<file path="config.mk">
export PLATFORM = sky130hd
export DESIGN_NAME = apb_fifo_slave
export DESIGN_NICKNAME = d
export VERILOG_FILES = /design/src/rtl/apb_fifo_pkg.sv /design/src/rtl/fifo_sync.sv /design/src/rtl/apb_fifo_slave.sv
export SDC_FILE = /design/constraint.sdc
export NUM_CORES = 1
export LEC_CHECK = 0
export CORE_MARGIN = 5
export CORE_UTILIZATION = 40
export CTS_BUF_LIST = sky130_fd_sc_hd__clkbuf_8
export DETAILED_ROUTE_END_ITERATION = 10
export PLACE_DENSITY = 0.81
export SETUP_SLACK_MARGIN = 0.5
export SYNTH_ARGS = -nofsm -noshare
export SYNTH_HDL_FRONTEND = slang
export SYNTH_SLANG_ARGS = --single-unit
export TNS_END_PERCENT = 100
</file>
<file path="constraint.sdc">
create_clock -name PCLK -period 2.35 [get_ports PCLK]
set_input_delay 0.47 -clock PCLK [delete_from_list [all_inputs] [get_ports PCLK]]
set_output_delay 0.47 -clock PCLK [all_outputs]
set_load 0.05 [all_outputs]
</file>
<file path="src/rtl/apb_fifo_pkg.sv">
// apb_fifo_pkg: register map, FSR field layout and bus-FSM states for apb_fifo_slave.
package apb_fifo_pkg;

    // Byte offsets of the memory-mapped registers (bits [1:0] are never decoded)
    localparam logic [31:0] FSR_OFS = 32'h0000_0000;
    localparam logic [31:0] FWD_OFS = 32'h0000_0004;
    localparam logic [31:0] FRD_OFS = 32'h0000_0008;

    // FSR field positions
    localparam int FSR_EMPTY_BIT = 0;
    localparam int FSR_FULL_BIT  = 1;
    localparam int FSR_CNT_LSB   = 8;
    localparam int FSR_CNT_W     = 8;

    // Bus FSM states; WAIT is only reachable when APB_FIFO_WAIT_EN is defined
    typedef enum logic [1:0] {
        IDLE = 2'd0,
        WAIT = 2'd1,
        RESP = 2'd2
    } apb_state_e;

endpackage

</file>
<file path="src/rtl/fifo_sync.sv">
// fifo_sync: single-clock FIFO with show-ahead head. Pushes when full and pops
// when empty are dropped internally, so the caller cannot corrupt the pointers.
module fifo_sync #(
    parameter  int DATA_W = 8,
    parameter  int DEPTH  = 4,
    localparam int PTR_W  = $clog2(DEPTH),
    localparam int CNT_W  = PTR_W + 1
) (
    input  logic              clk_i,
    input  logic              rst_i,
    input  logic              push_i,
    input  logic              pop_i,
    input  logic [DATA_W-1:0] wdata_i,
    output logic [DATA_W-1:0] rdata_o,
    output logic              full_o,
    output logic              empty_o,
    output logic [CNT_W-1:0]  count_o
);

    localparam logic [PTR_W-1:0] PTR_ONE  = PTR_W'(1);
    localparam logic [CNT_W-1:0] CNT_ONE  = CNT_W'(1);
    localparam logic [CNT_W-1:0] CNT_FULL = CNT_W'(DEPTH);

    logic [DATA_W-1:0] mem_q [DEPTH];
    logic [PTR_W-1:0]  wr_ptr_q, wr_ptr_d;
    logic [PTR_W-1:0]  rd_ptr_q, rd_ptr_d;
    logic [CNT_W-1:0]  count_q, count_d;
    logic              do_push, do_pop;

    assign full_o  = (count_q == CNT_FULL);
    assign empty_o = (count_q == '0);
    assign count_o = count_q;
    assign rdata_o = mem_q[rd_ptr_q];

    assign do_push = push_i & ~full_o;
    assign do_pop  = pop_i & ~empty_o;

    // Next pointers and occupancy; pointers wrap naturally at DEPTH (power of two)
    always_comb begin
        wr_ptr_d = wr_ptr_q;
        rd_ptr_d = rd_ptr_q;
        count_d  = count_q;
        if (do_push) wr_ptr_d = wr_ptr_q + PTR_ONE;
        if (do_pop)  rd_ptr_d = rd_ptr_q + PTR_ONE;
        case ({do_push, do_pop})
            2'b10:   count_d = count_q + CNT_ONE;
            2'b01:   count_d = count_q - CNT_ONE;
            default: count_d = count_q;
        endcase
    end

    // Pointer and count registers
    always_ff @(posedge clk_i) begin
        if (rst_i) begin
            wr_ptr_q <= '0;
            rd_ptr_q <= '0;
            count_q  <= '0;
        end else begin
            wr_ptr_q <= wr_ptr_d;
            rd_ptr_q <= rd_ptr_d;
            count_q  <= count_d;
        end
    end

    // Storage is not reset; stale entries are never visible because empty gates reads
    always_ff @(posedge clk_i) begin
        if (do_push) mem_q[wr_ptr_q] <= wdata_i;
    end

endmodule

</file>
<file path="src/rtl/apb_fifo_slave.sv">
// apb_fifo_slave: APB3 completer exposing a FIFO through FSR (status),
// FWD (push) and FRD (pop). Define APB_FIFO_WAIT_EN to add one wait state
// per transfer; the default build completes with zero wait states.
module apb_fifo_slave
    import apb_fifo_pkg::*;
#(
    parameter int DATA_W = 8,
    parameter int DEPTH  = 4,
    parameter int ADDR_W = 4
) (
    input  logic              PCLK,
    input  logic              PRESET,
    input  logic [ADDR_W-1:0] PADDR,
    input  logic              PSEL,
    input  logic              PENABLE,
    input  logic              PWRITE,
    input  logic [31:0]       PWDATA,
    output logic [31:0]       PRDATA,
    output logic              PREADY,
    output logic              PSLVERR
);

    localparam int CNT_W = $clog2(DEPTH) + 1;

    apb_state_e        state_q, state_d;
    logic [31:0]       prdata_q, prdata_d;
    logic              pready_q, pready_d;
    logic              pslverr_q, pslverr_d;
    logic              push_pend_q, push_pend_d;
    logic              pop_pend_q, pop_pend_d;

    logic [31:0]       addr_word;
    logic              hit_fsr, hit_fwd, hit_frd;
    logic [31:0]       fsr_val;
    logic [31:0]       head_ext;

    logic              fifo_push, fifo_pop;
    logic [DATA_W-1:0] fifo_rdata;
    logic              fifo_full, fifo_empty;
    logic [CNT_W-1:0]  fifo_count;
    logic              unused_pwdata;

    // Upper PWDATA bits beyond DATA_W are intentionally discarded
    assign unused_pwdata = ^PWDATA;

    assign addr_word = 32'(PADDR) & ~32'h3;
    assign hit_fsr   = (addr_word == FSR_OFS);
    assign hit_fwd   = (addr_word == FWD_OFS);
    assign hit_frd   = (addr_word == FRD_OFS);

    // Status word and zero-extended FIFO head
    always_comb begin
        fsr_val                             = '0;
        fsr_val[FSR_EMPTY_BIT]              = fifo_empty;
        fsr_val[FSR_FULL_BIT]               = fifo_full;
        fsr_val[FSR_CNT_LSB +: CNT_W]       = fifo_count;
        head_ext                            = '0;
        head_ext[DATA_W-1:0]                = fifo_rdata;
    end

    // Next-state logic: setup phase starts a transfer, RESP lasts one cycle
    always_comb begin
        state_d = state_q;
        case (state_q)
            IDLE: begin
                if (PSEL && !PENABLE) begin
`ifdef APB_FIFO_WAIT_EN
                    state_d = WAIT;
`else
                    state_d = RESP;
`endif
                end
            end
`ifdef APB_FIFO_WAIT_EN
            WAIT:    state_d = PSEL ? RESP : IDLE;
`endif
            RESP:    state_d = IDLE;
            default: state_d = IDLE;
        endcase
    end

    // Response decode, captured on the edge into RESP; zero outside RESP
    always_comb begin
        prdata_d    = '0;
        pslverr_d   = 1'b0;
        push_pend_d = 1'b0;
        pop_pend_d  = 1'b0;
        pready_d    = (state_d == RESP);
        if (state_d == RESP) begin
            if (PWRITE) begin
                if (hit_fwd) begin
                    if (fifo_full) pslverr_d   = 1'b1;
                    else           push_pend_d = 1'b1;
                end
            end else begin
                if (hit_fsr) begin
                    prdata_d = fsr_val;
                end else if (hit_frd) begin
                    if (fifo_empty) begin
                        pslverr_d = 1'b1;
                    end else begin
                        prdata_d   = head_ext;
                        pop_pend_d = 1'b1;
                    end
                end
            end
        end
    end

    // FSM and registered response outputs
    always_ff @(posedge PCLK) begin
        if (PRESET) begin
            state_q     <= IDLE;
            prdata_q    <= '0;
            pready_q    <= 1'b0;
            pslverr_q   <= 1'b0;
            push_pend_q <= 1'b0;
            pop_pend_q  <= 1'b0;
        end else begin
            state_q     <= state_d;
            prdata_q    <= prdata_d;
            pready_q    <= pready_d;
            pslverr_q   <= pslverr_d;
            push_pend_q <= push_pend_d;
            pop_pend_q  <= pop_pend_d;
        end
    end

    // Side effect commits on the edge ending RESP, only if the master is still in the access phase
    assign fifo_push = (state_q == RESP) & PSEL & PENABLE & push_pend_q;
    assign fifo_pop  = (state_q == RESP) & PSEL & PENABLE & pop_pend_q;

    assign PRDATA  = prdata_q;
    assign PREADY  = pready_q;
    assign PSLVERR = pslverr_q;

    fifo_sync #(
        .DATA_W (DATA_W),
        .DEPTH  (DEPTH)
    ) u_fifo (
        .clk_i   (PCLK),
        .rst_i   (PRESET),
        .push_i  (fifo_push),
        .pop_i   (fifo_pop),
        .wdata_i (PWDATA[DATA_W-1:0]),
        .rdata_o (fifo_rdata),
        .full_o  (fifo_full),
        .empty_o (fifo_empty),
        .count_o (fifo_count)
    );

endmodule

</file>
==> results.py, run 1 <==
metrics = {
    "run_status": {
        "status": "finished clean",
    },
    "floorplan": {
        "pin_count": 75,
        "die_h_um": 86.9,
        "dieWidth_um": 86.9,
        "coreArea_um2": 5820,
        "die_area_um2": 7550,
        "start_util_pct": 40.6,
        "row_count": 28,
    },
    "yosys": {
        "synthSimpleGateAreaFrac_pct": 12.1,
        "yosys_warnings": 0,
        "synth.cell_area_um2": 2360,
        "synthMuxAreaShare_pct": 9.48,
        "ys_ff_latch": 58,
        "ys_seq_area_share_pct": 62.7,
        "synth_fa_ha_area_share_pct": 3.49,
        "synth_compound_area_share_pct": 2.28,
        "synthCells": 164,
        "synth_xor_area_share_pct": 0.741,
        "syn_area_per_cell_um2": 14.4,
        "synth_top_family_by_area": "simple AND/OR/NAND/NOR gates",
        "yosysUniqueCellTypes": 35,
    },
    "pwr": {
        "powerDensity_nw_per_um2": 693,
        "leakage_nw": 1.23,
        "ir_worst_vdd_uv": 304,
    },
    "layout": {
        "nNetsFinal": 269,
        "instances_no_fill": 302,
        "fillers": 484,
        "seqCellArea_um2": 1500,
        "area_delta_synth_final_pct": 29.5,
        "insertedDiodeCount": 0,
        "multi_input_area_um2": 787,
        "final_layout_size_suffix_gt1_share_pct": 28.2,
    },
    "global_route": {
        "antenna_found_initial": 0,
        "overflow": 0,
        "grt_use_total_pct": 11.9,
        "first_global_vias": 1412,
        "grt_max_degree": 11,
        "grt_pass1_wl_um": 6580,
    },
    "routing": {
        "wl_um": 4290,
        "drcViolationCount": 0,
        "drtIter0Drc": 63,
        "wl_per_cell_um": 14.2,
        "viasPerCell": 4.57,
        "postRouteAntennaNets": 0,
        "vias": 1380,
        "drt_first_pass_iters": 4,
    },
    "sta": {
        "period_needed_ps": 2060,
        "slew_headroom_pct": 63.5,
        "worstMarginPinSlew_ps": 546,
        "fmax_ghz": 0.485,
        "finalSetupTns_ps": 0,
        "whs_ps": 491,
        "setup_viol": 0,
        "slew_violations": 0,
        "fin_worst_skew_ps": 4.77,
        "rsz0062_at_grt": "yes",
        "period_share_pct": 87.7,
        "hold_viol": 0,
    },
    "worst_setup_path": {
        "critical_path_required_ps": 2600,
        "path_max_fanout": 2,
        "critical-path-top-delay-family": "buffers and inverters",
        "worst_path_max_delay_cell": "or3_1",
        "end_kind": "flip-flop",
        "cp.arrival_ps": 2310,
        "path_cells": "clkdlybuf4s15_1 -> nand4b_4 -> buf_6 -> nor3b_4 -> inv_1 -> ha_2 -> buf_4 -> buf_4 -> xor2_1 -> or3_1 -> a21oi_1",
        "r2r_start": "state_q[0]$_SDFF_PP0_",
        "cpPeakStageDelay_ps": 310,
        "path_class": "in2reg",
        "crit_start": "PSEL",
        "cp.buffers_inverters": 5,
        "cp-start-kind": "primary input",
        "cpMostUsedCell": "buf_4",
    },
    "cts": {
        "path_clk_slew_ps": 60,
        "cts.sinks": 58,
        "h-tree-depth": 3,
        "cts_buffer_depth": 2,
        "clkLatencyLatePin_ps": 330,
        "cts-root-buf": "clkbuf_8",
        "cts-buffers-inserted": 9,
        "cts_tree": "built",
    },
    "placement": {
        "placed_cells_incl_taps": 279,
        "dp_hpwl_um": 3000,
        "gp_congestion": 0.778,
        "io_buffer_count": 27,
    },
    "min_path": {
        "hp-start": "u_fifo.rd_ptr_q[1]$_SDFFE_PP0P_",
        "hold_path_class": "reg2reg",
    },
    "run": {
        "drv_cap": 0,
    },
}
-- worst register-to-register path: stages, from the launching register on --
cell and delay, ps:
dfxtp_2 320, nand4b_4 190, buf_6 150, nor3b_4 200, inv_1 70, ha_2 180
buf_4 130, buf_4 130, xor2_1 160, or3_1 310, a21oi_1 120
-- per-layer routing --
metal,up-vias,track usage (%),part of all wire (%)
met5,-,0,0
li1,654,-,-
met3,9,4.54,6.2
met2,48,22.1,56
met4,0,5.24,2.2
met1,669,11.6,35
-- cell usage in the layout (no fill, tap or decap), drive strengths merged, types with 2 or more instances in the layout --
cell,count
nor3,6
dfxtp,26
nor2,6
nand4b,3
conb,22
ha,5
a21oi,4
nand2b,4
nand2,3
clkbuf,12
xor2,2
clkdlybuf4s15,2
inv,12
and2,4
nor3b,4
edfxtp,32
dlygate4sd2,13
buf,24
mux2,3
clkdlybuf4s50,12
nor2b,7
mux4,8
-- state kept, by name, indices dropped and copies added (netlist names), named ones only --
name             flops
PRDATA              11
PREADY               1
PSLVERR              1
pop_pend_q           1
push_pend_q          1
state_q              2
u_fifo.count_o       3
u_fifo.mem_q        32
u_fifo.rd_ptr_q      2
u_fifo.wr_ptr_q      2
-- power breakdown --
part	leakage, nW	internal [W]	switching, W
Clock	0.115	0.000567	0.000358
Combinational	0.617	0.0000316	0.0000983
Sequential	0.501	0.00107	0.00000133
-- per-stage QoR --
stage / util [%] / total power, W / area (um2) / worst slack (ps)
final: 52.6 / 0.00212 / 3060 / 289
after global placement: 47.7 / 0.00122 / 2780 / -240
after CTS: 51.6 / 0.00214 / 3000 / 326
after detailed placement: 47.7 / 0.00122 / 2780 / -318
after floorplan: - / 0.00121 / 2460 / 298
after global routing: 52.6 / 0.00220 / 3060 / 180
-- synth_stat cells (all sizes together) --
master	n	area share [%]
nor4	1	0.26
and2	4	1.1
or4	1	0.32
mux2	3	1.4
nand4b	3	1.4
nor2b	7	1.9
mux4	8	7.6
o22ai	1	0.26
o31ai	1	0.32
a21oi	4	0.85
nor3	6	1.5
mux2i	1	0.42
ha	5	2.6
nand2b	4	1.1
inv	10	1.6
clkbuf	2	0.32
o21ai	1	0.21
dfxtp	26	22
or4b	1	0.42
conb	1	0.16
fa	1	0.85
xor2	2	0.74
nor2	6	0.95
or3	1	0.26
nand2	3	0.48
nor3b	4	1.9
buf	23	7.2
nor4b	1	0.64
a2111oi	1	0.64
edfxtp	32	41
-- timing repair --
action / in CTS / in global routing
setup endpoints to repair: 48 / 3
buffers inserted: 2 / 5
hold buffers: 0 / 0
pin swaps: 2 / 3
gates resized for setup: 24 / 8
-- worst paths after layout --
kind	cells past startpoint	end	slack (ps)
setup / recovery	11	u_fifo.count_o[2]$_SDFFE_PP0P_	290
hold / removal	2	flip-flop	490
setup reg to reg	10	u_fifo.count_o[2]$_SDFFE_PP0P_	290
hold reg to reg	2	flip-flop	490
-- cell type report --
cell class                 count  area share, %
sequential                    58           48.9
multi-input combinational     92           25.7
timing repair buffer          51           14.3
clock buffer                  12           5.39
tap                           75           3.06
clock inverter                 4           1.39
inverter                      10           1.23
-- cells by family after synthesis --
logic type / Yosys count
flip-flops: 58
AND/OR/NAND/NOR: 42
buffers and inverters: 35
multiplexers: 12
AO/OA/AOI/OAI: 8
adder cells (fa/ha/maj): 6
XOR/XNOR: 2
other: 1
Note: power is estimated with default switching activity, not from simulation.
==> run 2, diff against run 1 <==
--- a/config.mk
+++ b/config.mk
@@ -5,11 +5,13 @@
 export SDC_FILE = /design/constraint.sdc
 export NUM_CORES = 1
 export LEC_CHECK = 0
+export CELL_PAD_IN_SITES_DETAIL_PLACEMENT = 0
+export CELL_PAD_IN_SITES_GLOBAL_PLACEMENT = 1
 export CORE_MARGIN = 5
-export CORE_UTILIZATION = 40
+export CORE_UTILIZATION = 38
 export CTS_BUF_LIST = sky130_fd_sc_hd__clkbuf_8
 export DETAILED_ROUTE_END_ITERATION = 10
-export PLACE_DENSITY = 0.81
+export PLACE_DENSITY = 0.92
 export SETUP_SLACK_MARGIN = 0.5
 export SYNTH_ARGS = -nofsm -noshare
 export SYNTH_HDL_FRONTEND = slang
==> constraint.sdc (replaced) <==
create_clock -name PCLK -period 2.35 [get_ports PCLK]
set_input_delay 0.705 -clock PCLK [delete_from_list [all_inputs] [get_ports PCLK]]
set_output_delay 0.705 -clock PCLK [all_outputs]
set_load 0.05 [all_outputs]
==> run 2 against run 1 <==
Compared with the run above:
- flip-flop and latch count stayed put
- non-clock buffer count is 4 lower
- routed wire length fell by 7.3%
- worst hold slack lost 2.0 ps
- critical path depth down 2
- sequential power about the same
- sequential share of layout area grew 0.46 points
- critical path type unchanged
- largest cell class unchanged
==> results.py, run 2 (synthesis gave the netlist of run 1 again) <==
metrics = {
    "pwr": {
        "p_clk_share_pct": 44.5,
        "combPwrFrac_pct": 5.9,
        "swShare_pct": 21.7,
        "powerDensity_nw_per_um2": 713,
        "seqPwrFrac_pct": 49.7,
        "leakage_nw": 1.16,
        "p_int_w": 0.00168,
        "p_sw_w": 0.000468,
        "ir_worst_vdd_uv": 334,
    },
    "global_route": {
        "first_global_vias": 1318,
        "antenna_found_initial": 0,
        "grt_pass1_wl_um": 6280,
        "grt_max_degree": 12,
        "overflow": 0,
        "grt_use_total_pct": 11.3,
    },
    "placement": {
        "dp_hpwl_um": 2850,
        "io_buffer_count": 27,
        "gp_congestion": 0.799,
        "placed_cells_incl_taps": 279,
        "dpl_worst_slack_ps": -529,
        "placed_area_um2": 2780,
    },
    "layout": {
        "final_cell_mix": "edfxtp_1, dfxtp_1, conb_1",
        "area_delta_synth_final_pct": 27.7,
        "seqCellArea_um2": 1490,
        "fillers": 490,
        "top_register": "u_fifo.mem_q",
        "fin_area_um2": 3020,
        "nNetsFinal": 265,
        "insertedDiodeCount": 0,
        "multi_input_area_um2": 791,
        "final_common_cell": "edfxtp_1",
        "final_layout_size_suffix_gt1_share_pct": 33.2,
        "final_util_pct": 50.4,
        "instances_no_fill": 298,
        "largest_register_ff_count": 32,
    },
    "floorplan": {
        "die_h_um": 88.9,
        "die_area_um2": 7900,
        "dieWidth_um": 88.9,
        "coreArea_um2": 5990,
        "row_count": 28,
        "pin_count": 75,
        "start_util_pct": 39.5,
    },
    "cts": {
        "cts_tree": "built",
        "cts-buffers-inserted": 9,
        "ctsHoldBuffers": 0,
        "cts_buffer_depth": 2,
        "h-tree-depth": 3,
        "path_clk_slew_ps": 60,
        "clkLatencyLatePin_ps": 330,
        "cts-root-buf": "clkbuf_8",
        "cts.sinks": 58,
    },
    "worst_setup_path": {
        "r2r_start": "u_fifo.count_o[1]$_SDFFE_PP0P_",
        "cp.buffers_inverters": 2,
        "cp.arrival_ps": 2350,
        "path_max_fanout": 2,
        "worst_path_max_delay_cell": "fa_2",
        "path_cells": "buf_6 -> nand4b_4 -> nor3b_4 -> ha_4 -> inv_2 -> fa_2 -> xor2_1 -> or3_1 -> a21oi_1",
        "crit_start": "PENABLE",
        "rrSetupSlack_ps": 300,
        "cpPeakStageDelay_ps": 360,
        "end_kind": "flip-flop",
        "critical_path_required_ps": 2600,
        "path_class": "in2reg",
        "critical-path-top-delay-family": "simple AND/OR/NAND/NOR gates",
        "cp-start-kind": "primary input",
    },
    "routing": {
        "postRouteAntennaNets": 0,
        "drcViolationCount": 0,
        "drtIter0Drc": 66,
        "drt_first_pass_iters": 4,
        "vias": 1337,
        "wl_per_cell_um": 13.4,
        "viasPerCell": 4.49,
        "wl_um": 3980,
    },
    "sta": {
        "hold_viol": 0,
        "rsz0062_at_grt": "yes",
        "setup_viol": 0,
        "whs_ps": 489,
        "period_needed_ps": 2110,
        "slew_headroom_pct": 63.7,
        "fmax_ghz": 0.475,
        "setup_ws_ps": 244,
        "period_share_pct": 89.6,
        "fin_worst_skew_ps": 14.4,
        "worstMarginPinSlew_ps": 544,
        "slew_violations": 0,
    },
    "min_path": {
        "hold_path_class": "reg2reg",
        "hp-start": "u_fifo.rd_ptr_q[1]$_SDFFE_PP0P_",
    },
    "run": {
        "drv_cap": 0,
    },
    "run_status": {
        "status": "finished clean",
    },
}
run 2: cell types whose count changed in the layout (fill, tap and decap cells not counted), moves of 3 or more:
cell             previous run  this run
dlygate4sd2_1              13         0
clkbuf_8                   12         9
buf_4                      23        20
clkbuf_2                    0         7
clkdlybuf4s15_2             0         6
run 2: final timing paths:
| check | endpoint | cells after the start |
|---|---|---|
| hold / removal | flip-flop | 2 |
| setup reg to reg | u_fifo.count_o[2]$_SDFFE_PP0P_ | 8 |
| hold reg to reg | flip-flop | 2 |
| setup / recovery | u_fifo.count_o[2]$_SDFFE_PP0P_ | 9 |
run 2: area by class of cell:
type	count	share of cell area, %
Inverter	10	1.24
Timing Repair Buffer	47	13.1
Multi-Input combinational cell	92	26.2
Sequential cell	58	49.4
Tap cell	75	3.11
Clock inverter	7	2.86
Clock buffer	9	4.10
run 2: layer usage:
metal  global-route usage, %  up-vias  part of all wire [%]
met4                    7.01        0                   2.1
met5                       0        -                     0
met2                    18.7       36                    53
met3                    4.19        5                   6.1
li1                        -      651                     -
met1                    12.1      645                    39
run 2: through the flow:
stage	power, W	setup TNS (ps)
after floorplan	0.00121	0
after global placement	0.00122	-5300
after global routing	0.00224	0
after detailed placement	0.00122	-5450
final	0.00215	0
after CTS	0.00218	0
run 2: timing repair:
action	4_1_cts	5_1_grt
buffers inserted	2	1
resized for setup	47	13
pin swaps	6	1
setup endpoints to repair	51	11
run 2: power groups by stage:
stage / clock network [W] / logic, W / registers (W)
final: 0.000957 / 0.000126 / 0.00107
after global routing: 0.00104 / 0.000133 / 0.00107
after CTS: 0.000984 / 0.000125 / 0.00107
after detailed placement: 0 / 0.000125 / 0.00109
after global placement: 0 / 0.000124 / 0.00109
after floorplan: 0 / 0.000113 / 0.00110
run 2: worst min-delay path, delay by kind of cell, from the launching register on:
family,cells,cell delay (ps)
compound gates,2,130
flops,1,310
==> run 3, diff against run 2 <==
--- a/config.mk
+++ b/config.mk
@@ -5,6 +5,7 @@
 export SDC_FILE = /design/constraint.sdc
 export NUM_CORES = 1
 export LEC_CHECK = 0
+export CAP_MARGIN = 0
 export CELL_PAD_IN_SITES_DETAIL_PLACEMENT = 0
 export CELL_PAD_IN_SITES_GLOBAL_PLACEMENT = 1
 export CORE_MARGIN = 5
==> results of run 3 <==
No change in the layout: final DEF, timing and power equal those of run 2.
